### src/rtl/mod_link_pkg.sv
// Shared link constants, frame tags and builder FSM state.
// Also used by the serializer and the receive demux.
package mod_link_pkg;

    localparam int CH_WIDTH  = 24;
    localparam int NUM_CH    = 8;
    localparam int DATA_SIZE = NUM_CH * CH_WIDTH + 2;

    localparam logic [1:0] TAG_A = 2'b01;
    localparam logic [1:0] TAG_B = 2'b10;

    typedef enum logic {
        COLLECT,
        TRANSFER
    } state_t;

endpackage

### src/rtl/mod_frame_builder_if.sv
// Sample intake and frame hand-off bundle.
// The serializer side drives FRAME_LOAD.
interface mod_frame_builder_if #(
    parameter int CH_WIDTH  = mod_link_pkg::CH_WIDTH,
    parameter int NUM_CH    = mod_link_pkg::NUM_CH,
    parameter int DATA_SIZE = mod_link_pkg::DATA_SIZE
);

    logic                      SAMPLE_VALID;
    logic [$clog2(NUM_CH)-1:0] SAMPLE_CH;
    logic [CH_WIDTH-1:0]       SAMPLE_DATA;
    logic                      SAMPLE_READY;
    logic                      FRAME_LOAD;
    logic [DATA_SIZE-1:0]      FRAME_DATA;
    logic                      FRAME_VALID;
    logic [15:0]               FRAME_CNT;
    logic                      DUP_ERR;
    logic                      UNDERRUN;

    modport master (
        output SAMPLE_VALID, SAMPLE_CH, SAMPLE_DATA, FRAME_LOAD,
        input  SAMPLE_READY, FRAME_DATA, FRAME_VALID,
        input  FRAME_CNT, DUP_ERR, UNDERRUN
    );

    modport slave (
        input  SAMPLE_VALID, SAMPLE_CH, SAMPLE_DATA, FRAME_LOAD,
        output SAMPLE_READY, FRAME_DATA, FRAME_VALID,
        output FRAME_CNT, DUP_ERR, UNDERRUN
    );

endinterface

### src/rtl/mod_frame_builder.sv
// Packs NUM_CH channel samples plus an alternating tag into one frame
// and holds it in an output register until the serializer loads it.
module mod_frame_builder #(
    parameter int CH_WIDTH  = mod_link_pkg::CH_WIDTH,
    parameter int NUM_CH    = mod_link_pkg::NUM_CH,
    parameter int DATA_SIZE = mod_link_pkg::DATA_SIZE
) (
    input logic               CLK,
    input logic               RESET,
    mod_frame_builder_if.slave bus
);

    import mod_link_pkg::*;

    state_t state;
    state_t state_nxt;

    logic                 ready;
    logic                 ready_nxt;
    logic [NUM_CH-1:0]    mask;
    logic [NUM_CH-1:0]    mask_nxt;
    logic [NUM_CH-1:0]    ch_bit;
    logic [CH_WIDTH-1:0]  slots [NUM_CH];
    logic [1:0]           tag;
    logic [DATA_SIZE-1:0] frame_nxt;
    logic [DATA_SIZE-1:0] fdata;
    logic                 fvalid;
    logic [15:0]          fcnt;
    logic                 dup_err;
    logic                 underrun;
    logic                 accept;
    logic                 dup;
    logic                 out_free;
    logic                 xfer;

    assign accept   = bus.SAMPLE_VALID & ready;
    assign ch_bit   = {{(NUM_CH-1){1'b0}}, 1'b1} << bus.SAMPLE_CH;
    assign dup      = accept & |(mask & ch_bit);
    // A load on this edge frees the holding register for a same-edge transfer
    assign out_free = ~fvalid | bus.FRAME_LOAD;

    always_ff @(posedge CLK or posedge RESET) begin
        if (RESET) begin
            state <= COLLECT;
        end else begin
            state <= state_nxt;
        end
    end

    always_comb begin
        state_nxt = state;
        mask_nxt  = mask;
        xfer      = 1'b0;
        unique case (state)
            COLLECT: begin
                if (accept) begin
                    mask_nxt = mask | ch_bit;
                end
                if (&mask_nxt) begin
                    state_nxt = TRANSFER;
                end
            end
            TRANSFER: begin
                if (out_free) begin
                    xfer      = 1'b1;
                    mask_nxt  = '0;
                    state_nxt = COLLECT;
                end
            end
            default: state_nxt = COLLECT;
        endcase
        ready_nxt = (state_nxt == COLLECT);
    end

    always_comb begin
        frame_nxt = '0;
        for (int i = 0; i < NUM_CH; i++) begin
            frame_nxt[i*CH_WIDTH +: CH_WIDTH] = slots[i];
        end
        frame_nxt[DATA_SIZE-1 -: 2] = tag;
    end

    always_ff @(posedge CLK or posedge RESET) begin
        if (RESET) begin
            for (int i = 0; i < NUM_CH; i++) begin
                slots[i] <= '0;
            end
        end else if (accept) begin
            slots[bus.SAMPLE_CH] <= bus.SAMPLE_DATA;
        end
    end

    always_ff @(posedge CLK or posedge RESET) begin
        if (RESET) begin
            mask     <= '0;
            ready    <= 1'b0;
            tag      <= TAG_A;
            fdata    <= '0;
            fvalid   <= 1'b0;
            fcnt     <= '0;
            dup_err  <= 1'b0;
            underrun <= 1'b0;
        end else begin
            mask  <= mask_nxt;
            ready <= ready_nxt;
            if (dup) begin
                dup_err <= 1'b1;
            end
            if (bus.FRAME_LOAD & ~fvalid) begin
                underrun <= 1'b1;
            end
            if (xfer) begin
                fdata  <= frame_nxt;
                fvalid <= 1'b1;
                fcnt   <= fcnt + 16'd1;
                tag    <= (tag == TAG_A) ? TAG_B : TAG_A;
            end else if (bus.FRAME_LOAD) begin
                fvalid <= 1'b0;
            end
        end
    end

    assign bus.SAMPLE_READY = ready;
    assign bus.FRAME_DATA   = fdata;
    assign bus.FRAME_VALID  = fvalid;
    assign bus.FRAME_CNT    = fcnt;
    assign bus.DUP_ERR      = dup_err;
    assign bus.UNDERRUN     = underrun;

endmodule

### src/flat_wrapper.sv
// flat-port wrapper written by rule: the top's interface ports become plain ports
module mod_frame_builder_flat import mod_link_pkg::*;
#(
    parameter int CH_WIDTH  = mod_link_pkg::CH_WIDTH,
    parameter int NUM_CH    = mod_link_pkg::NUM_CH,
    parameter int DATA_SIZE = mod_link_pkg::DATA_SIZE
)
  (CLK, RESET, bus_SAMPLE_VALID, bus_SAMPLE_CH, bus_SAMPLE_DATA, bus_FRAME_LOAD, bus_SAMPLE_READY, bus_FRAME_DATA, bus_FRAME_VALID, bus_FRAME_CNT, bus_DUP_ERR, bus_UNDERRUN);
  mod_frame_builder_if #(.CH_WIDTH(CH_WIDTH), .NUM_CH(NUM_CH), .DATA_SIZE(DATA_SIZE)) bus_i ();
  input logic CLK;
  input logic RESET;
  input wire logic [$bits(bus_i.SAMPLE_VALID)-1:0] bus_SAMPLE_VALID;
  input wire logic [$bits(bus_i.SAMPLE_CH)-1:0] bus_SAMPLE_CH;
  input wire logic [$bits(bus_i.SAMPLE_DATA)-1:0] bus_SAMPLE_DATA;
  input wire logic [$bits(bus_i.FRAME_LOAD)-1:0] bus_FRAME_LOAD;
  output wire logic [$bits(bus_i.SAMPLE_READY)-1:0] bus_SAMPLE_READY;
  output wire logic [$bits(bus_i.FRAME_DATA)-1:0] bus_FRAME_DATA;
  output wire logic [$bits(bus_i.FRAME_VALID)-1:0] bus_FRAME_VALID;
  output wire logic [$bits(bus_i.FRAME_CNT)-1:0] bus_FRAME_CNT;
  output wire logic [$bits(bus_i.DUP_ERR)-1:0] bus_DUP_ERR;
  output wire logic [$bits(bus_i.UNDERRUN)-1:0] bus_UNDERRUN;
  assign bus_i.SAMPLE_VALID = bus_SAMPLE_VALID;
  assign bus_i.SAMPLE_CH = bus_SAMPLE_CH;
  assign bus_i.SAMPLE_DATA = bus_SAMPLE_DATA;
  assign bus_i.FRAME_LOAD = bus_FRAME_LOAD;
  assign bus_SAMPLE_READY = bus_i.SAMPLE_READY;
  assign bus_FRAME_DATA = bus_i.FRAME_DATA;
  assign bus_FRAME_VALID = bus_i.FRAME_VALID;
  assign bus_FRAME_CNT = bus_i.FRAME_CNT;
  assign bus_DUP_ERR = bus_i.DUP_ERR;
  assign bus_UNDERRUN = bus_i.UNDERRUN;
  mod_frame_builder #(.CH_WIDTH(CH_WIDTH), .NUM_CH(NUM_CH), .DATA_SIZE(DATA_SIZE)) u_core (.CLK(CLK), .RESET(RESET), .bus(bus_i));
endmodule
### config.mk
export PLATFORM = sky130hd
export DESIGN_NAME = mod_frame_builder_flat
export DESIGN_NICKNAME = d
export VERILOG_FILES = /design/src/rtl/mod_link_pkg.sv /design/src/rtl/mod_frame_builder_if.sv /design/src/rtl/mod_frame_builder.sv /design/src/flat_wrapper.sv
export SDC_FILE = /design/constraint.sdc
export NUM_CORES = 1
export LEC_CHECK = 0
export BUFFER_PORTS_ARGS = -buffer_cell sky130_fd_sc_hd__buf_4
export CAP_MARGIN = 10
export CORE_AREA = 3 3 127 221
export DETAILED_ROUTE_END_ITERATION = 8
export DIE_AREA = 0 0 130 224
export GPL_ROUTABILITY_DRIVEN = 0
export PLACE_DENSITY = 0.83
export SLEW_MARGIN = 15
export SYNTH_ARGS = -nofsm -noshare
export SYNTH_HDL_FRONTEND = slang
export SYNTH_SLANG_ARGS = --single-unit
export TNS_END_PERCENT = 50
### constraint.sdc
create_clock -name CLK -period 21.4 [get_ports CLK]
set_input_delay 0 -clock CLK [delete_from_list [all_inputs] [get_ports CLK]]
set_output_delay 0 -clock CLK [all_outputs]
set_load 0.01 [all_outputs]
==> out/qor.yml <==
run_status:
  status: "completed"
worst_setup_path:
  critPathMaxFanout: 100
  critPathMaxStageDelay_ps: 880
  crit_slowest_cell: "buf_4"
  rr_startpoint: "u_core.bus.FRAME_VALID"
  crit_path_start: "u_core.bus.FRAME_VALID"
  setup.worst_path.start_class: "flop"
  cp_data_arrival_time_ps: 3390
  worstPathCellList: "nand2b_1, nand2_4, buf_4, buf_4, nand2_1, nand2_1"
  cp.required_ps: 21860
  crit_path_end_kind: "flop"
  crit_type: "flop to flop"
synth:
  synth_area_per_cell_um2: 11.6
  synth.distinct_cells: 48
  synth_cells: 1360
  yosysWarnings: 0
  synth_fp_nets: 1392
  seq_area_frac_synth: 0.660
  syn_area_um2: 15800
  synth_edf_count: 0
  synth-main-ff-cell: "dfrtp_1"
  synth-async-reset-ratio: 1.00
  ys_ff_latch: 417
layout:
  multi_input_area_um2: 5060
  regArea_um2: 10400
  drive_gt1_frac: 0.204
  stdcell_area_um2: 19500
  instances_no_fill: 1970
  utilization: 0.733
  finalNetCount: 1647
  area_delta_synth_final_pct: 23.3
  nFillCells: 1738
sta:
  slew_viol_final: 0
  rsz0062_at_grt: "false"
  period_share: 0.137
  final.min_clock_period_ps: 2930
  worstMarginPinSlew_ps: 1100
  skew_ps: 14.3
  setup_viol: 0
  finalHoldViolations: 0
  slew_headroom: 0.263
  fin_setup_tns_ps: 0
  max_freq_ghz: 0.342
route:
  dr.first_iter.drc_count: 719
  route.detailed.wl_per_inst_um: 19.5
  drc: 0
  detail_route.first_pass.iterations: 5
  num_vias: 10790
  finalWirelength_um: 38400
  via_per_inst: 5.48
  ant_nets: 0
power_and_ir_drop:
  fin_total_pwr_w: 0.00289
  cellLeakagePower_nw: 9.99
  cellPowerDensity_nw_per_um2: 148
  ir_worst_vdd_uv: 91.7
global_route:
  grt_max_degree: 195
  grt_pass1_vias: 11414
  grt_remaining_overflow: 0
  grt_pass1_wl_um: 60100
  grt_antenna_before_repair: 0
  grtUsageTotal: 0.265
cts:
  cts.htree.levels: 2
  clkSlewWorstSetupHoldPaths_ps: 60
  tritoncts.num_buffers: 37
  cts_tree: "done"
  cts.sinks: 417
  cts-root-to-sink-buffers: 3
  root_buffer: "clkbuf_16"
  clkLatencyLatePin_ps: 530
  cts_setup_buffers: 0
placed_design:
  dp_cells: 1871
  hpwlAfterDp_um: 24400
  io_buffers: 244
  dpl-instance-area_um2: 17900
floorplan:
  io_pins: 245
  dieHeight_um: 224
  core_area_um2: 26600
  num_rows: 79
  floorplan.initialDensity: 0.595
  die_w_um: 130
  dieArea_um2: 29100
run:
  drv_cap: 0
min_path:
  hp-start: "bus_SAMPLE_CH[0]"
  min_path_type: "input pin to flop"
## flip-flops by register name (all words and copies together), names as in the netlist
signal                   cells
u_core.bus.FRAME_DATA      194
u_core.frame_nxt           192
u_core.bus.FRAME_CNT        16
u_core.mask                  8
u_core.tag                   2
u_core.bus.DUP_ERR           1
u_core.bus.FRAME_VALID       1
u_core.bus.SAMPLE_READY      1
u_core.bus.UNDERRUN          1
u_core.state                 1
## worst paths after layout
path / slack (ps) / end / cells past startpoint
hold / removal: 70 / u_core.frame_nxt[18] / 3
setup / recovery: 18470 / u_core.bus.FRAME_DATA[110] / 6
setup reg to reg: 18470 / u_core.bus.FRAME_DATA[110] / 6
max in group asynchronous: 19540 / u_core.frame_nxt[72] / 4
hold reg to reg: 460 / u_core.bus.FRAME_DATA[117] / 2
min in group asynchronous: 200 / u_core.bus.FRAME_DATA[184] / 3
## routing by layer
layer / GRT usage / wire (um)
met5: 0 / 0
met4: 0.152 / 2250
met3: 0.0429 / 1750
met2: 0.466 / 20200
met1: 0.302 / 14200
## area by class of cell
type / instances / area share
flip-flops and latches: 417 / 0.535
multi-input cells: 868 / 0.259
repair buffers: 283 / 0.113
clock buffers: 54 / 0.0570
well taps: 324 / 0.0208
clock inverters: 14 / 0.0123
inverters: 8 / 0.00192
diodes: 2 / 0.000257
## cells by family (layout without fill, tap and decap cells)
family,count (synthesis),after routing,share of synthesized area
other,0,2,0
AO/OA/AOI/OAI,21,21,0.00973
flip-flops,417,417,0.660
XOR/XNOR,15,15,0.00831
AND/OR/NAND/NOR,636,636,0.159
multiplexers,195,195,0.140
buffers and inverters,75,359,0.0218
adder cells (fa/ha/maj),1,1,0.000791
## per-stage QoR
step	hold slack, ps	setup WS (ps)
2_1_floorplan	121	9800
3_3_place_gp	230	18640
3_5_place_dp	233	18540
4_1_cts	45.2	18510
5_1_grt	81.3	18270
6_report	72.0	18470
## worst max-delay path: cells and delay by family, from the launching register on
kind	cells	cell delay [ps]
flops	1	370
simple gates	4	740
buf+inv	2	1600
## layout by cell type (no fill, tap or decap), types with 6 or more instances in the layout
master         Yosys  final
clkbuf_16          0     39
dlygate4sd3_1      0     29
clkbuf_1          27      7
nand2_1          597    596
clkbuf_8           0      8
dfrtp_1          416    416
nor2_1             7      6
xnor2_1            7      7
bufinv_16          0      6
mux2_1           192    192
xor2_1             8      8
buf_4              7    253
## synth_stat cells, drive strengths merged (2+ instances only)
cell type | instances | share of area
nand2 | 598 | 0.14
dfrtp | 416 | 0.66
mux2 | 193 | 0.14
buf | 40 | 0.013
clkbuf | 27 | 0.0064
inv | 8 | 0.0019
xor2 | 8 | 0.0044
nor2 | 7 | 0.0017
xnor2 | 7 | 0.0039
and3 | 6 | 0.0024
a22o | 5 | 0.0028
nor3 | 5 | 0.0033
nand4 | 4 | 0.0020
a21oi | 3 | 0.00095
a31oi | 3 | 0.0012
nand3 | 3 | 0.0013
mux4 | 2 | 0.0028
nand2b | 2 | 0.00079
nand3b | 2 | 0.00095
nor2b | 2 | 0.00079
nor4 | 2 | 0.0012
o21ai | 2 | 0.00063
## power by group
part | total (W) | switching, W | internal (W)
combinational | 0.000869 | 0.000479 | 0.000390
sequential | 0.00129 | 0.000198 | 0.00110
clock | 0.000728 | 0.000291 | 0.000437
total | 0.00289 | 0.000968 | 0.00192
## timing repair
item,CTS,global route
gates resized for setup,0,0
hold buffers,29,0
endpoints found under the hold margin,340,0
Power figures use the tool's default switching activity.
